===== src/rtl/seq_fixed_point_phase_gen_pkg.sv =====
// fixed_phase_pkg: FSM states, π constants and start-validity check for the phase generator
package fixed_phase_pkg;

    typedef enum logic [1:0] {IDLE, RUN, DONE} state_t;

    // round(π·2^waf), or twice that when twice is set
    function automatic longint pi_const(input int waf, input bit twice);
        longint p;
        p = longint'(3.141592653589793 * (2.0 ** waf));
        return twice ? 2 * p : p;
    endfunction

    // Start angle must lie in [-π, π) and the step magnitude must not exceed π
    function automatic bit start_ok(input longint phase0, input longint step, input longint pi);
        return (phase0 >= -pi) && (phase0 < pi) && (step >= -pi) && (step <= pi);
    endfunction

endpackage


===== src/rtl/seq_fixed_point_phase_gen_wrap_add.sv =====
// phase_wrap_add: acc + step with a single ±2π correction back into [-π, π)
module phase_wrap_add #(
    parameter int     W    = 20,
    parameter longint PI_A = 205887
) (
    input  logic signed [W-1:0] acc,
    input  logic signed [W-1:0] step,
    output logic signed [W-1:0] nxt,
    output logic                wrap
);

    localparam logic signed [W:0] PI     = (W+1)'(PI_A);
    localparam logic signed [W:0] TWO_PI = (W+1)'(2 * PI_A);

    logic signed [W:0] sum;
    logic signed [W:0] fix;

    // One extra bit keeps the raw sum exact; |step| <= π means one correction is enough
    always_comb begin
        sum  = {acc[W-1], acc} + {step[W-1], step};
        wrap = (sum >= PI) || (sum < -PI);
        fix  = (sum >= PI) ? sum - TWO_PI : (sum < -PI) ? sum + TWO_PI : sum;
        nxt  = fix[W-1:0];
    end

endmodule


===== src/rtl/seq_fixed_point_phase_gen.sv =====
// seq_fixed_point_phase_gen: burst generator of wrapped fixed-point angles φ0 + k·step
// Optional macro FIXED_PHASE_WRAPCNT_EN adds o_wrapcnt, a per-burst saturating wrap counter.
module seq_fixed_point_phase_gen
    import fixed_phase_pkg::*;
#(
    parameter int WOI = 4,
    parameter int WOF = 12,
    parameter int WAF = 16,
    parameter int WL  = 16
) (
    input  logic                 clk,
    input  logic                 rst,
    input  logic                 i_start,
    input  logic [WOI+WAF-1:0]   i_phase0,
    input  logic [WOI+WAF-1:0]   i_step,
    input  logic [WL-1:0]        i_len,
    input  logic                 i_ready,
    output logic                 o_valid,
    output logic [WOI+WOF-1:0]   o_phase,
    output logic                 o_wrap,
    output logic                 o_busy,
    output logic                 o_done,
`ifdef FIXED_PHASE_WRAPCNT_EN
    output logic [15:0]          o_wrapcnt,
`endif
    output logic                 o_err
);

    localparam int     W    = WOI + WAF;
    localparam longint PI_A = pi_const(WAF, 1'b0);

    state_t              state, nstate;
    logic signed [W-1:0] acc, step_r, nxt, shifted;
    logic [WL-1:0]       rem;
    logic                wrap_r, nwrap, err_r, ok, go, hs, last;

    assign ok      = start_ok(longint'($signed(i_phase0)), longint'($signed(i_step)), PI_A);
    assign go      = (state == IDLE) && i_start && ok;
    assign hs      = (state == RUN) && i_ready;
    assign last    = rem == WL'(1);
    assign shifted = acc >>> (WAF - WOF);
    assign o_phase = shifted[WOI+WOF-1:0];
    assign o_valid = state == RUN;
    assign o_wrap  = wrap_r && (state == RUN);
    assign o_busy  = state != IDLE;
    assign o_done  = state == DONE;
    assign o_err   = err_r;

    phase_wrap_add #(.W(W), .PI_A(PI_A)) u_add (
        .acc  (acc),
        .step (step_r),
        .nxt  (nxt),
        .wrap (nwrap)
    );

    // State register
    always_ff @(posedge clk or posedge rst) begin
        if (rst) state <= IDLE;
        else     state <= nstate;
    end

    // Next state: zero-length bursts go straight to DONE
    always_comb begin
        nstate = state;
        unique case (state)
            IDLE:    nstate = go ? ((i_len == '0) ? DONE : RUN) : IDLE;
            RUN:     nstate = (hs && last) ? DONE : RUN;
            DONE:    nstate = IDLE;
            default: nstate = IDLE;
        endcase
    end

    // Accumulator, burst counter, wrap flag and reject pulse; the final handshake leaves acc untouched
    always_ff @(posedge clk or posedge rst) begin
        if (rst) begin
            acc    <= '0;
            step_r <= '0;
            rem    <= '0;
            wrap_r <= 1'b0;
            err_r  <= 1'b0;
        end else begin
            err_r <= (state == IDLE) && i_start && !ok;
            if (go && i_len != '0) begin
                acc    <= $signed(i_phase0);
                step_r <= $signed(i_step);
                rem    <= i_len;
                wrap_r <= 1'b0;
            end else if (hs) begin
                rem <= rem - WL'(1);
                if (!last) begin
                    acc    <= nxt;
                    wrap_r <= nwrap;
                end
            end
        end
    end

`ifdef FIXED_PHASE_WRAPCNT_EN
    logic [15:0] wrapcnt;
    assign o_wrapcnt = wrapcnt;

    // Count accepted wrapped samples of the current burst, saturating at all-ones
    always_ff @(posedge clk or posedge rst) begin
        if (rst)                                         wrapcnt <= '0;
        else if (go)                                     wrapcnt <= '0;
        else if (hs && o_wrap && wrapcnt != 16'hFFFF)    wrapcnt <= wrapcnt + 16'd1;
    end
`endif

endmodule


===== config.mk =====
export PLATFORM = sky130hd
export DESIGN_NAME = seq_fixed_point_phase_gen
export DESIGN_NICKNAME = d
export VERILOG_FILES = /design/src/rtl/seq_fixed_point_phase_gen_pkg.sv /design/src/rtl/seq_fixed_point_phase_gen_wrap_add.sv /design/src/rtl/seq_fixed_point_phase_gen.sv
export SDC_FILE = /design/constraint.sdc
export NUM_CORES = 1
export LEC_CHECK = 0
export ABC_CLOCK_PERIOD_IN_PS = 7110
export CORE_MARGIN = 2
export CORE_UTILIZATION = 29
export CTS_BUF_LIST = sky130_fd_sc_hd__clkbuf_8
export DETAILED_ROUTE_END_ITERATION = 16
export PLACE_DENSITY = 0.55
export SETUP_SLACK_MARGIN = 0.2
export SYNTH_ARGS = -nofsm -noshare
export SYNTH_HDL_FRONTEND = slang
export SYNTH_HIERARCHICAL = 1
export SYNTH_SLANG_ARGS = --single-unit
export TNS_END_PERCENT = 10

===== constraint.sdc =====
create_clock -name clk -period 7.11 [get_ports clk]
set_input_delay 1.422 -clock clk [delete_from_list [all_inputs] [get_ports clk]]
set_output_delay 1.422 -clock clk [all_outputs]
set_load 0.1 [all_outputs]

==> summary.md <==
| Metric | Value |
|---|---|
| Status | finished clean |
| CP Launch Type | flop |
| Slowest cell on the critical path | sky130_fd_sc_hd__o211a_1 |
| Leftover overflow at the end of global routing | 0 |
| Max_cap viols | 0 |
| Total Routing Usage GR | 17.4% |
| Max Clock Skew | 0.0146 ns |
| Final period utilization | 67.4% |
| Critical Path RT | 7.36 ns |
| Path category of the worst min-delay check | reg -> reg |
| Crit path DAT | 5.05 ns |
| Library cell occupying the most area in the post-synthesis netlist | sky130_fd_sc_hd__dfrtp_1 |
| Part of the Yosys area used for sequential elements | between 20 and 30% |
| Largest fanout on the critical path | 17 |
| Distinct cell type count after synthesis | ~90 |
| Worst-Skew Late Latency | 0.37 ns |
| Number of hold-slack violations in the final timing report | 0 |
| Register cell area after layout | 1500 sq um |
| Post-CTS Setup Inserts | 0 |
| Cts-stage hold buffer count | 0 |
| Highest clock rate | 209 MHz |
| Mean number of vias per cell | between 5 and 6 |
| IO buf count | 80 |
| Async set or reset register ratio after synthesis | 100% |
| Number of storage elements in the synthesis netlist | 60 |
| Final Routed Wirelength | 17400 microns |
| Max-slew violation total from the final report | 0 |
| Drt wl/cell | 19.8 microns |
| Number of instances in the synthesized netlist | ~600 |
| Multi-input gate area | between 3000 and 4000 sq um |
| Height of the die | 141 microns |
| Total of warnings raised by yosys | 6 |
| Number of vias after detailed routing | 5090 |
| TritonCTS Sinks | 60 |
| Die X | 141 microns |
| Post-synthesis net count | 673 |
| Final min period | 4.80 ns |
| Initial Utilization | between 20% and 30% |
| Core Box Area | 18600 sq um |
| Largest cells by area after synthesis | sky130_fd_sc_hd__dfrtp_1, sky130_fd_sc_hd__ha_1, sky130_fd_sc_hd__a221o_1 |
| Full die area | 19900 sq um |
| Post-Route Utilization | 35.0% |
| Clock Pin Slew Worst Setup and Hold Paths | 0.09 ns |
| Initial drt markers | 359 |
| GP Congestion | a little under 0.9 |
| I/O pin cnt | 81 |
| Kind of end point of the critical path | flop |
| Chain of cells forming the critical path | ha_1 -> fa_1 -> a211oi_1 -> nor3b_1 -> nor4_1 -> o2111ai_1 -> a41oi_1 -> o32a_1 -> o211a_1 -> a32oi_1 -> xor2_1 -> and2_1 -> a221o_1 |
| Antenna Violating Nets Remaining | 0 |
| Number of antenna violations at the first check in global routing | 0 |
| Final-stage net count | 726 |
| Global-route wire length before repair | 27400 microns |
| Clk buf depth | 2 |
| Post-cts gate resize count | 0 |
| Max-Slew Margin vs Limit | a little over a fifth |
| Main flop type after synthesis | sky130_fd_sc_hd__dfrtp_1 |
| Fill cell total of the finished layout | 1904 |
| TritonCTS clock tree | yes |
| Synthesized area | 5460 sq um |
| Area Growth Syn to Fin | 19.3% |
| Setup TNS | 0 ns |
| H-tree depth | 3 |
| Avg Synthesized Cell Area | about 9.3 sq um |
| Unrepaired setup endpoints after global routing | no |
| Layout cells sized above 1 | around an eighth |
| Number of setup violations in the final report | 0 |
| Delay of the slowest critical-path stage | 0.70 ns |
| Standard-cell rows | 50 |
| Diodes inserted | 0 |
| Number of flops mapped to enable cells by yosys | 0 |
| Via count of the first global-routing pass | 5019 |
| Worst Path Class, Setup | reg -> reg |
| Clock buffers created by TritonCTS | 9 |
| Initial DRT Pass Iterations | 5 |
| Estimated wirelength of the detail-placed design | 13600 microns |
| Post-detailed-placement cell area | 6290 sq um |
| Largest net degree at the start of global routing | 61 |
| Post-layout instance area | 6510 sq um |
| Post-route DRC | 0 |
| Area share of the largest cell type after synthesis | between 20% and 30% |
| Worst slew pin tran | 1.18 ns |
| Root buffer cell | sky130_fd_sc_hd__clkbuf_8 |
-- cell usage after synthesis, types with 5 or more instances --
library cell	n
sky130_fd_sc_hd__buf_4	18
sky130_fd_sc_hd__a211oi_1	5
sky130_fd_sc_hd__xnor2_1	22
sky130_fd_sc_hd__xor2_1	8
sky130_fd_sc_hd__dfrtp_1	60
sky130_fd_sc_hd__nor2_1	39
sky130_fd_sc_hd__ha_1	25
sky130_fd_sc_hd__and3_1	8
sky130_fd_sc_hd__nand3_1	19
sky130_fd_sc_hd__clkbuf_1	9
sky130_fd_sc_hd__a21oi_1	34
sky130_fd_sc_hd__o41ai_1	5
sky130_fd_sc_hd__a22oi_2	9
sky130_fd_sc_hd__a21o_1	9
sky130_fd_sc_hd__nor2b_1	5
sky130_fd_sc_hd__and2_1	24
sky130_fd_sc_hd__o21a_1	5
sky130_fd_sc_hd__buf_6	6
sky130_fd_sc_hd__nand2_1	26
sky130_fd_sc_hd__nor3_1	10
sky130_fd_sc_hd__nand4_1	8
sky130_fd_sc_hd__and4_1	5
sky130_fd_sc_hd__a31oi_1	5
sky130_fd_sc_hd__mux2_2	16
sky130_fd_sc_hd__buf_2	5
sky130_fd_sc_hd__or3_1	5
sky130_fd_sc_hd__nor4_1	10
sky130_fd_sc_hd__inv_1	20
sky130_fd_sc_hd__o21ai_0	14
sky130_fd_sc_hd__o211ai_1	15
sky130_fd_sc_hd__a211o_1	11
sky130_fd_sc_hd__a221o_1	21
sky130_fd_sc_hd__nand2b_1	6
-- kinds of logic (layout without fill, tap and decap cells) --
kind of cell / Yosys count / count (layout) / synth area share, %
AO/OA/AOI/OAI: 193 / 193 / 29.8
XOR/XNOR: 32 / 32 / 5.62
adder cells (fa/ha/maj): 26 / 26 / 6.10
buffers and inverters: 62 / 120 / 6.76
flip-flops: 60 / 60 / 27.5
multiplexers: 24 / 24 / 4.86
AND/OR/NAND/NOR: 190 / 190 / 19.4
-- registers in the layout, indices dropped and copies added, names as in the netlist --
| name | count |
|---|---|
| acc | 20 |
| o_err | 1 |
| rem | 16 |
| state | 2 |
| step_r | 20 |
| wrap_r | 1 |
-- cell type report --
cell class                      instances  area share (%)
Multi-Input combinational cell        465            55.1
Sequential cell                        60            23.1
Timing Repair Buffer                   84            12.8
Tap cell                              234            4.50
Clock buffer                            9            1.90
Clock inverter                          7            1.52
Inverter                               20            1.15
-- worst paths after layout --
kind                              to  depth (start not counted)  startpoint  slack (ns)
min                         state[0]                          1    state[1]        0.49
min in group asynchronous  step_r[4]                          3         rst        1.59
max in group asynchronous  step_r[8]                          3         rst        4.97
max reg2reg                  acc[10]                         13      acc[0]        2.31
max                          acc[10]                         13      acc[0]        2.31
min reg2reg                 state[0]                          1    state[1]        0.49
-- through the flow --
stage	hold slack (ns)	worst slack (ns)	instances
final	0.493	2.31	879
after global routing	0.523	2.05	879
after CTS	0.487	2.38	879
after detailed placement	0.476	2.39	863
after global placement	0.471	2.55	863
after floorplan	0.448	2.98	587
-- metal layers --
metal / GRT usage, % / vias to the layer above / part of all wire, %
li1: - / 2370 / -
met1: 23.9 / 2549 / 46
met2: 28.3 / 149 / 47
met3: 3.46 / 22 / 5.3
met4: 4.00 / 0 / 1.5
met5: 0 / - / 0
-- placed cells by master, fill, tap and decap left out, types with 9 or more instances in the layout --
cell type / Yosys / final
sky130_fd_sc_hd__a21oi_1: 34 / 34
sky130_fd_sc_hd__a22oi_2: 9 / 9
sky130_fd_sc_hd__dfrtp_1: 60 / 60
sky130_fd_sc_hd__o21ai_0: 14 / 14
sky130_fd_sc_hd__xnor2_1: 22 / 22
sky130_fd_sc_hd__inv_1: 20 / 19
sky130_fd_sc_hd__mux2_2: 16 / 16
sky130_fd_sc_hd__nand2_1: 26 / 26
sky130_fd_sc_hd__o211ai_1: 15 / 15
sky130_fd_sc_hd__clkbuf_8: 0 / 9
sky130_fd_sc_hd__ha_1: 25 / 25
sky130_fd_sc_hd__a21o_1: 9 / 9
sky130_fd_sc_hd__nand3_1: 19 / 19
sky130_fd_sc_hd__a211o_1: 11 / 11
sky130_fd_sc_hd__and2_1: 24 / 24
sky130_fd_sc_hd__nor3_1: 10 / 10
sky130_fd_sc_hd__nor4_1: 10 / 10
sky130_fd_sc_hd__clkdlybuf4s50_1: 0 / 80
sky130_fd_sc_hd__nor2_1: 39 / 39
sky130_fd_sc_hd__a221o_1: 21 / 21
-- critical path: cells and delay by family, from the launching register on --
kind / cells / cell delay [ns]
AOI/OAI and AO/OA: 7 / 2.42
and+or+nand+nor: 3 / 0.96
adders and majority gates: 2 / 0.66
DFF: 1 / 0.39
xor gates and xnor gates: 1 / 0.24
Power is not shown: default switching activity piles up to over one toggle a cycle in this logic, so the estimate is an artifact.
